$ cat src/rtl/core_cache_arbiter_if.sv
// core_cache_arbiter_if: request/completion bus between the arbiter and the cache
interface core_cache_arbiter_if #(
    parameter int ADDR_W = 12,
    parameter int DATA_W = 8
);
    logic              valid;
    logic [1:0]        rw;
    logic [ADDR_W-1:0] address_cache;
    logic [DATA_W-1:0] cache_wdata;
    logic              cache_drive;
    logic [DATA_W-1:0] cache_rdata;
    logic              hit;
    logic              gnt;
    modport master (
        output valid, rw, address_cache, cache_wdata, cache_drive,
        input  cache_rdata, hit, gnt
    );
    modport slave (
        input  valid, rw, address_cache, cache_wdata, cache_drive,
        output cache_rdata, hit, gnt
    );
endinterface

$ cat src/rtl/core_cache_arbiter.sv
// core_cache_arbiter: round-robin two-core arbiter for one cache port, with timeout and illegal-op abort
module core_cache_arbiter #(
    parameter int ADDR_W  = 12,
    parameter int DATA_W  = 8,
    parameter int TIMEOUT = 16
) (
    input  logic               clk,
    input  logic               rst,
    input  logic [1:0]         req_valid,
    input  logic [1:0]         req_rw0,
    input  logic [1:0]         req_rw1,
    input  logic [ADDR_W-1:0]  req_addr0,
    input  logic [ADDR_W-1:0]  req_addr1,
    input  logic [DATA_W-1:0]  req_wdata0,
    input  logic [DATA_W-1:0]  req_wdata1,
    output logic [1:0]         req_gnt,
    output logic [1:0]         rsp_valid,
    output logic [DATA_W-1:0]  rsp_rdata,
    output logic               rsp_hit,
    output logic               rsp_err,
    core_cache_arbiter_if.master cache
);
    typedef enum logic [1:0] {IDLE, BUSY, RESP} state_t;
    state_t            state, state_n;
    logic              owner, owner_n, last_owner, last_n;
    logic [1:0]        lrw, lrw_n;
    logic [ADDR_W-1:0] laddr, laddr_n;
    logic [DATA_W-1:0] lwdata, lwdata_n, lrdata, lrdata_n;
    logic              lhit, lhit_n, lerr, lerr_n;
    logic [7:0]        cnt, cnt_n;
    logic              win;
    logic [1:0]        win_rw;
    assign win    = (req_valid == 2'b11) ? ~last_owner : req_valid[1];
    assign win_rw = win ? req_rw1 : req_rw0;
    always_ff @(posedge clk) begin
        if (rst) begin
            state      <= IDLE;
            owner      <= 1'b0;
            last_owner <= 1'b1;
            lrw        <= '0;
            laddr      <= '0;
            lwdata     <= '0;
            lrdata     <= '0;
            lhit       <= 1'b0;
            lerr       <= 1'b0;
            cnt        <= '0;
        end else begin
            state      <= state_n;
            owner      <= owner_n;
            last_owner <= last_n;
            lrw        <= lrw_n;
            laddr      <= laddr_n;
            lwdata     <= lwdata_n;
            lrdata     <= lrdata_n;
            lhit       <= lhit_n;
            lerr       <= lerr_n;
            cnt        <= cnt_n;
        end
    end
    always_comb begin
        state_n  = state;
        owner_n  = owner;
        last_n   = last_owner;
        lrw_n    = lrw;
        laddr_n  = laddr;
        lwdata_n = lwdata;
        lrdata_n = lrdata;
        lhit_n   = lhit;
        lerr_n   = lerr;
        cnt_n    = cnt;
        req_gnt  = 2'b00;
        case (state)
            IDLE: if (|req_valid) begin
                req_gnt  = win ? 2'b10 : 2'b01;
                owner_n  = win;
                last_n   = win;
                lrw_n    = win_rw;
                laddr_n  = win ? req_addr1 : req_addr0;
                lwdata_n = win ? req_wdata1 : req_wdata0;
                lrdata_n = '0;
                lhit_n   = 1'b0;
                lerr_n   = ~(win_rw == 2'b01 || win_rw == 2'b10);
                cnt_n    = '0;
                state_n  = lerr_n ? RESP : BUSY;
            end
            BUSY: begin
                cnt_n = cnt + 8'd1;
                if (cache.gnt) begin
                    lrdata_n = (lrw == 2'b10) ? '0 : cache.cache_rdata;
                    lhit_n   = cache.hit;
                    lerr_n   = 1'b0;
                    state_n  = RESP;
                end else if (cnt == 8'(TIMEOUT - 1)) begin
                    lrdata_n = '0;
                    lhit_n   = 1'b0;
                    lerr_n   = 1'b1;
                    state_n  = RESP;
                end
            end
            RESP: begin
                cnt_n   = '0;
                state_n = IDLE;
            end
            default: state_n = IDLE;
        endcase
    end
    // Cache-side outputs are gated by state so they read as zero outside BUSY.
    assign cache.valid         = state == BUSY;
    assign cache.rw            = cache.valid ? lrw : 2'b00;
    assign cache.address_cache = cache.valid ? laddr : '0;
    assign cache.cache_wdata   = cache.valid ? lwdata : '0;
    assign cache.cache_drive   = cache.valid && lrw == 2'b10;
    assign rsp_valid = (state == RESP) ? (owner ? 2'b10 : 2'b01) : 2'b00;
    assign rsp_rdata = (state == RESP) ? lrdata : '0;
    assign rsp_hit   = state == RESP && lhit;
    assign rsp_err   = state == RESP && lerr;
endmodule

$ cat src/flat_wrapper.sv
// flat-port wrapper written by rule: the top's interface ports become plain ports
module core_cache_arbiter_flat 
#(
    parameter int ADDR_W  = 12,
    parameter int DATA_W  = 8,
    parameter int TIMEOUT = 16
)
  (clk, rst, req_valid, req_rw0, req_rw1, req_addr0, req_addr1, req_wdata0, req_wdata1, req_gnt, rsp_valid, rsp_rdata, rsp_hit, rsp_err, cache_valid, cache_rw, cache_address_cache, cache_cache_wdata, cache_cache_drive, cache_cache_rdata, cache_hit, cache_gnt);
  core_cache_arbiter_if #(.ADDR_W(ADDR_W), .DATA_W(DATA_W)) cache_i ();
  input  logic clk;
  input  logic rst;
  input  logic [1:0] req_valid;
  input  logic [1:0] req_rw0;
  input  logic [1:0] req_rw1;
  input  logic [ADDR_W-1:0] req_addr0;
  input  logic [ADDR_W-1:0] req_addr1;
  input  logic [DATA_W-1:0] req_wdata0;
  input  logic [DATA_W-1:0] req_wdata1;
  output logic [1:0] req_gnt;
  output logic [1:0] rsp_valid;
  output logic [DATA_W-1:0] rsp_rdata;
  output logic rsp_hit;
  output logic rsp_err;
  output wire logic [$bits(cache_i.valid)-1:0] cache_valid;
  output wire logic [$bits(cache_i.rw)-1:0] cache_rw;
  output wire logic [$bits(cache_i.address_cache)-1:0] cache_address_cache;
  output wire logic [$bits(cache_i.cache_wdata)-1:0] cache_cache_wdata;
  output wire logic [$bits(cache_i.cache_drive)-1:0] cache_cache_drive;
  input wire logic [$bits(cache_i.cache_rdata)-1:0] cache_cache_rdata;
  input wire logic [$bits(cache_i.hit)-1:0] cache_hit;
  input wire logic [$bits(cache_i.gnt)-1:0] cache_gnt;
  assign cache_valid = cache_i.valid;
  assign cache_rw = cache_i.rw;
  assign cache_address_cache = cache_i.address_cache;
  assign cache_cache_wdata = cache_i.cache_wdata;
  assign cache_cache_drive = cache_i.cache_drive;
  assign cache_i.cache_rdata = cache_cache_rdata;
  assign cache_i.hit = cache_hit;
  assign cache_i.gnt = cache_gnt;
  core_cache_arbiter #(.ADDR_W(ADDR_W), .DATA_W(DATA_W), .TIMEOUT(TIMEOUT)) u_core (.clk(clk), .rst(rst), .req_valid(req_valid), .req_rw0(req_rw0), .req_rw1(req_rw1), .req_addr0(req_addr0), .req_addr1(req_addr1), .req_wdata0(req_wdata0), .req_wdata1(req_wdata1), .req_gnt(req_gnt), .rsp_valid(rsp_valid), .rsp_rdata(rsp_rdata), .rsp_hit(rsp_hit), .rsp_err(rsp_err), .cache(cache_i));
endmodule
$ cat config.mk
export PLATFORM = sky130hd
export DESIGN_NAME = core_cache_arbiter_flat
export DESIGN_NICKNAME = d
export VERILOG_FILES = /design/src/rtl/core_cache_arbiter_if.sv /design/src/rtl/core_cache_arbiter.sv /design/src/flat_wrapper.sv
export SDC_FILE = /design/constraint.sdc
export NUM_CORES = 1
export LEC_CHECK = 0
export ABC_AREA = 0
export CORE_MARGIN = 2
export CORE_UTILIZATION = 42
export DETAILED_ROUTE_END_ITERATION = 8
export GPL_TIMING_DRIVEN = 0
export PLACE_DENSITY = 0.82
export SLEW_MARGIN = 20
export SYNTH_ARGS = -nofsm -noshare
export SYNTH_HDL_FRONTEND = slang
export SYNTH_SLANG_ARGS = --single-unit
$ cat constraint.sdc
create_clock -name clk -period 2.2 [get_ports clk]
set_clock_uncertainty 0.1 [all_clocks]
set_input_delay 0.44 -clock clk [delete_from_list [all_inputs] [get_ports clk]]
set_output_delay 0.44 -clock clk [all_outputs]
set_load 0.02 [all_outputs]
Word-level counts from Yosys, hierarchy flattened. Index checks and enable logic that the tools add are counted.

$add $sub $neg: 1. Equal/unequal tests: 9. Mux-type cells: 32. Bitwise operators: 2. Reductions and logical operators: 12.

Operators with widths (number): 8-bit 2-to-1 mux (7); 12-bit 2-to-1 mux (2); 8-bit case mux with 3 select lines (1); 2-bit 2-to-1 mux (11); 8-bit case mux with 2 select lines (1); 8-bit by 1-bit adder with 8-bit output, second input constant (1); 2-bit == test, second input constant (4); 8-bit by 4-bit == test with 1-bit output, second input constant (1); 1-bit 2-to-1 mux (7); 2-bit AND reduction (3); 2-bit by 1-bit == test with 1-bit output, second input constant (2); 1-bit case mux with 2 select lines (2); 2-bit case mux with 2 select lines (1); 1-bit logical AND (3); 3-bit inequality test, second input constant (1); 3-bit AND reduction (1); 3-bit nonzero test (1); 2-bit zero test (1); 2-bit by 1-bit inequality test with 1-bit output, second input constant (1); 1-bit inverter (2); 2-bit nonzero test (1); 2-bit OR reduction (1); 1-bit logical OR (1).

Flip-flop bits (word level): 44. Output and inout port bits: 38. Logic and storage cells: 66.

Logic depth before layout (Yosys ltp).
Depth after elaboration: 8. Mapped depth: 7.

Least setup slack after synthesis. Ideal clock, no wire load.

Path kind: register to output. Start point: register u_core.state[1]. End point: output port cache_cache_drive. Arrival time: 1462 ps. Data required time: 1660 ps. Setup slack: 198 ps. Stages on the path, launching flop included: 7. Cells stage by stage: dfxtp_1 buf_6 nand2b_4 inv_2 buf_2 and2_1 nor2b_1.

Word-level cells in the longest chain between the ends: 2.

RTL lines: start, declared (line core_cache_arbiter.sv:24) `state_t state, state_n;`; start signal, assigned (line core_cache_arbiter.sv:48) `state <= state_n;`; 2-bit by 1-bit == test with 1-bit output (line core_cache_arbiter.sv:108) `assign cache.valid = state == BUSY;`; 1-bit logical AND (line core_cache_arbiter.sv:112) `assign cache.cache_drive = cache.valid && lrw == 2'b10;`; end, declared (line flat_wrapper.sv:28) `output wire logic [$bits(cache_i.cache_drive)-1:0] cache_cache_drive;`.

No other way between the ends.

Final worst setup path.
Start point: register u_core.state[0]. End point: output port rsp_hit.

Word-level cells in the longest chain between the ends: 2.

RTL lines: 2-bit == test (line core_cache_arbiter.sv:115) `assign rsp_hit = state == RESP && lhit;`; 1-bit logical AND (line core_cache_arbiter.sv:115); end, declared (line flat_wrapper.sv:22) `output logic rsp_hit;`.

No other way between the ends.

==> results.md <==
- CP Data Arrival Time: 1620 ps
- Layout Nets: 399
- CTS Root Cell: clkbuf_8
- Dpl hpwl: 4360 um
- Crit Path Category: reg -> out
- Hold Path Depth: 1
- #FFs+latches synth: 44
- Pre-CTS setup slack: -640 ps
- R2R Setup Slk: between 300 and 400 ps
- Synth Area in Compound Gates: 22.3%
- Min-Delay Path Class: reg -> reg
- Port bufs: 95
- Via count: 2,193
- Non-Filler Instances: 411
- Max Clk Rate: 463 MHz
- Lkg Pwr: 1.35 nW
- Largest net degree at the start of global routing: 16
- Area post-placement: 0.00324 sq mm
- Synth Instances: 236
- Cts hold-fix bufs: 0
- IO Pins: 96
- Synth async-reset ratio: 0%
- Slack of the critical path: 40.2 ps
- Synth top area cells: dfxtp_1 40%, and2_1 9.7%, a222oi_1 5.9%
- Synth unique cells: 50
- Hold_sp: u_core.lrdata[6]$_SDFFE_PP0P_
- Reg2reg path depth: 6
- Fin crit period: 2160 ps
- WHS Endpoint: u_core.lrdata[6]$_SDFFE_PP0P_
- Most instantiated library cell after synthesis: dfxtp_1
- Synth Area in Simple Gates: between 20 and 25%
- Startpoint Class: flop
- Synth Area in Adders: 0.568%
- Die width: around 76 um
- H-tree levels: 2
- Mapped Area: between 0.002 and 0.0025 sq mm
- Die height: 76.4 um
- Sequential Area: 882 sq um
- Vias in the first global route: 2,156
- # DRC: 0
- Fin. max-slew vios: 0
- Vias/cell: about 5.3
- CTS tree: built
- Yosys warns: 0
- FP Rows: 26
- Ys flop type: dfxtp_1
- Synth top area share: ~40%
- Cts bufs inserted: 5
- CP Capture Type: primary output
- Outcome: finished, final reports clean
- WP data required: 1660 ps
- Layout cells sized above 1: 20.8%
- First-pass GRT wire length: 10,400 um
- Final WL: 6280 um
- Final setup viols: 0
- Inserted Diodes: 0
- Total GRT Usage: 21.6%
- Die ar.: about 0.0058 sq mm
- XOR/XNOR Fraction of Synth Area: 0.795%
- RSZ-0062 raised after global routing: true
- Clock-pin slew on the worst setup and hold paths: 90 ps
- Max Cap Violations: 0
- Period Utilization, post-route: 98.2%
- Cell Chain, Critical Path: buf_6 -> and2b_2 -> clkbuf_4 -> and2_1 -> clkdlybuf4s15_2
- Min Hold Slack: 374 ps
- GRT overflow: 0
- Final Hold Viols: 0
- Peak VDD IR: 0.325 mV
- Power per cell area: 693 mW/mm^2
- Layout area overhead: 46.8%
- Initial DRC Count: ~150
- Worst-Skew Late Latency: 300 ps
- Critical Path Fanout Max: 10
- Slowest stage cell, crit path: dfxtp_1
- Starting Density: 43.4%
- Deepest clock path buffer count: 2
- Routed Antenna Nets: 0
- Multi-input gate area: 0.00117 sq mm
- Max-slew headroom: 63.9%
- FF-to-FF Start: u_core.cnt[0]$_SDFFE_PP0P_
- GP Congestion: 0.793
- Seq/Total Area, Yosys: 40.0%
- Critical path's largest stage delay: 350 ps
- Final instance area: roughly 0.0032 sq mm
- Leading area contributor after synthesis: dfxtp_1
- Antenna violations before repair: 0
- Filler instances: 463
- DR WL/cell: 15.3 um
- TritonCTS Sinks: 44
- Syn Nets: 295
- Avg Inst Size Synth: 9.33 sq um
- Finished Core Util: 63.7%
- Worst Max-Slew Pin Slew: 541 ps
- Placed Instances: 401
- Proportion of synthesized area in mux cells: under 10%
- Synth top cells by count: 44 x dfxtp_1, 34 x and2_1, 32 x nor2_1, 13 x a222oi_1, 11 x a211oi_1
- Core area: between 0.005 and 0.006 sq mm
- Post-synth EDFFs: 0
- Largest family of logic cells by synthesized area: simple AND/OR/NAND/NOR gates
- Reg2reg end: u_core.lrdata[3]$_SDFFE_PP0P_
- First-pass DRT Iterations: 5
[logic make-up (layout without fill, tap and decap cells)]
kind of cell | count (synthesis) | count (layout)
compound gates | 60 | 60
xor+xnor | 2 | 2
fa+ha+maj | 1 | 1
buf+inv | 22 | 127
flops | 44 | 44
mux | 10 | 10
simple gates | 97 | 97
[power by group]
group / internal, W / switching (W)
clock: 0.000342 / 0.000301
combinational: 0.000331 / 0.000343
sequential: 0.000879 / 0.0000443
total: 0.00155 / 0.000688
[worst max-delay path: cells and delay by family, from the launching register on]
| kind | cells | cell delay [ps] |
|---|---|---|
| and+or+nand+nor | 2 | 390 |
| buffers and inverters | 3 | 580 |
| DFF | 1 | 350 |
[flip-flops by register name (all words and copies together) (netlist names)]
register           count
u_core.lrw             2
u_core.state           2
u_core.lhit            1
u_core.owner           1
u_core.lerr            1
u_core.cnt             8
u_core.last_owner      1
u_core.laddr          12
u_core.lwdata          8
u_core.lrdata          8
[area by class of cell]
type	count	share of cell area, %
Inverter	3	0.348
Sequential cell	44	27.3
Timing Repair Buffer	97	24.7
Clock buffer	5	2.13
Clock inverter	3	1.43
Tap cell	70	2.71
Buffer	19	5.15
Multi-Input combinational cell	170	36.2
[metrics by stage]
step	TNS, ps	total power, W
4_1_cts	-11.4	0.00225
3_3_place_gp	-6390	0.00159
6_report	0	0.00224
3_5_place_dp	-7720	0.00161
2_1_floorplan	0	0.00134
5_1_grt	-20.7	0.00234
[worst max path at each step]
| stage | from | endpoint | slack (ps) | depth (start not counted) |
|---|---|---|---|---|
| after global placement | req_valid[1] | req_gnt[1] | -620 | 6 |
| final | u_core.state[0]$_SDFFE_PP0P_ | rsp_hit | 40 | 5 |
| after global routing | u_core.state[1]$_SDFFE_PP0P_ | req_gnt[1] | -20 | 6 |
| after CTS | req_valid[0] | req_gnt[1] | -10 | 6 |
| after detailed placement | req_valid[1] | req_gnt[1] | -640 | 6 |
| after floorplan | u_core.state[1]$_SDFFE_PP0P_ | cache_cache_drive | 200 | 6 |
[layer usage]
layer | vias to the layer above | wire length (um) | GRT usage (%)
met5 | - | 0 | 0
met4 | 0 | 119 | 7.45
met3 | 13 | 275 | 3.79
met2 | 72 | 3090 | 37.4
met1 | 1040 | 2790 | 27.0
li1 | 1068 | - | -
[what timing repair did]
action | 4_1_cts | 5_1_grt
resized for setup | 99 | 37
setup endpoints to repair | 38 | 25
setup buffers | 2 | 0
[layout by cell type, fill, tap and decap left out, drive strengths merged, types with 4 or more instances in the layout]
| master | instances |
|---|---|
| clkdlybuf4s50 | 55 |
| dfxtp | 44 |
| and2 | 34 |
| nor2 | 33 |
| buf | 31 |
| clkbuf | 28 |
| a222oi | 13 |
| a211oi | 11 |
| mux2i | 10 |
| a22o | 9 |
| a21oi | 9 |
| nand2 | 6 |
| nor3 | 6 |
| nor2b | 4 |
| dlygate4sd2 | 4 |
| inv | 4 |
No activity file was read; power rests on OpenSTA's default activity.
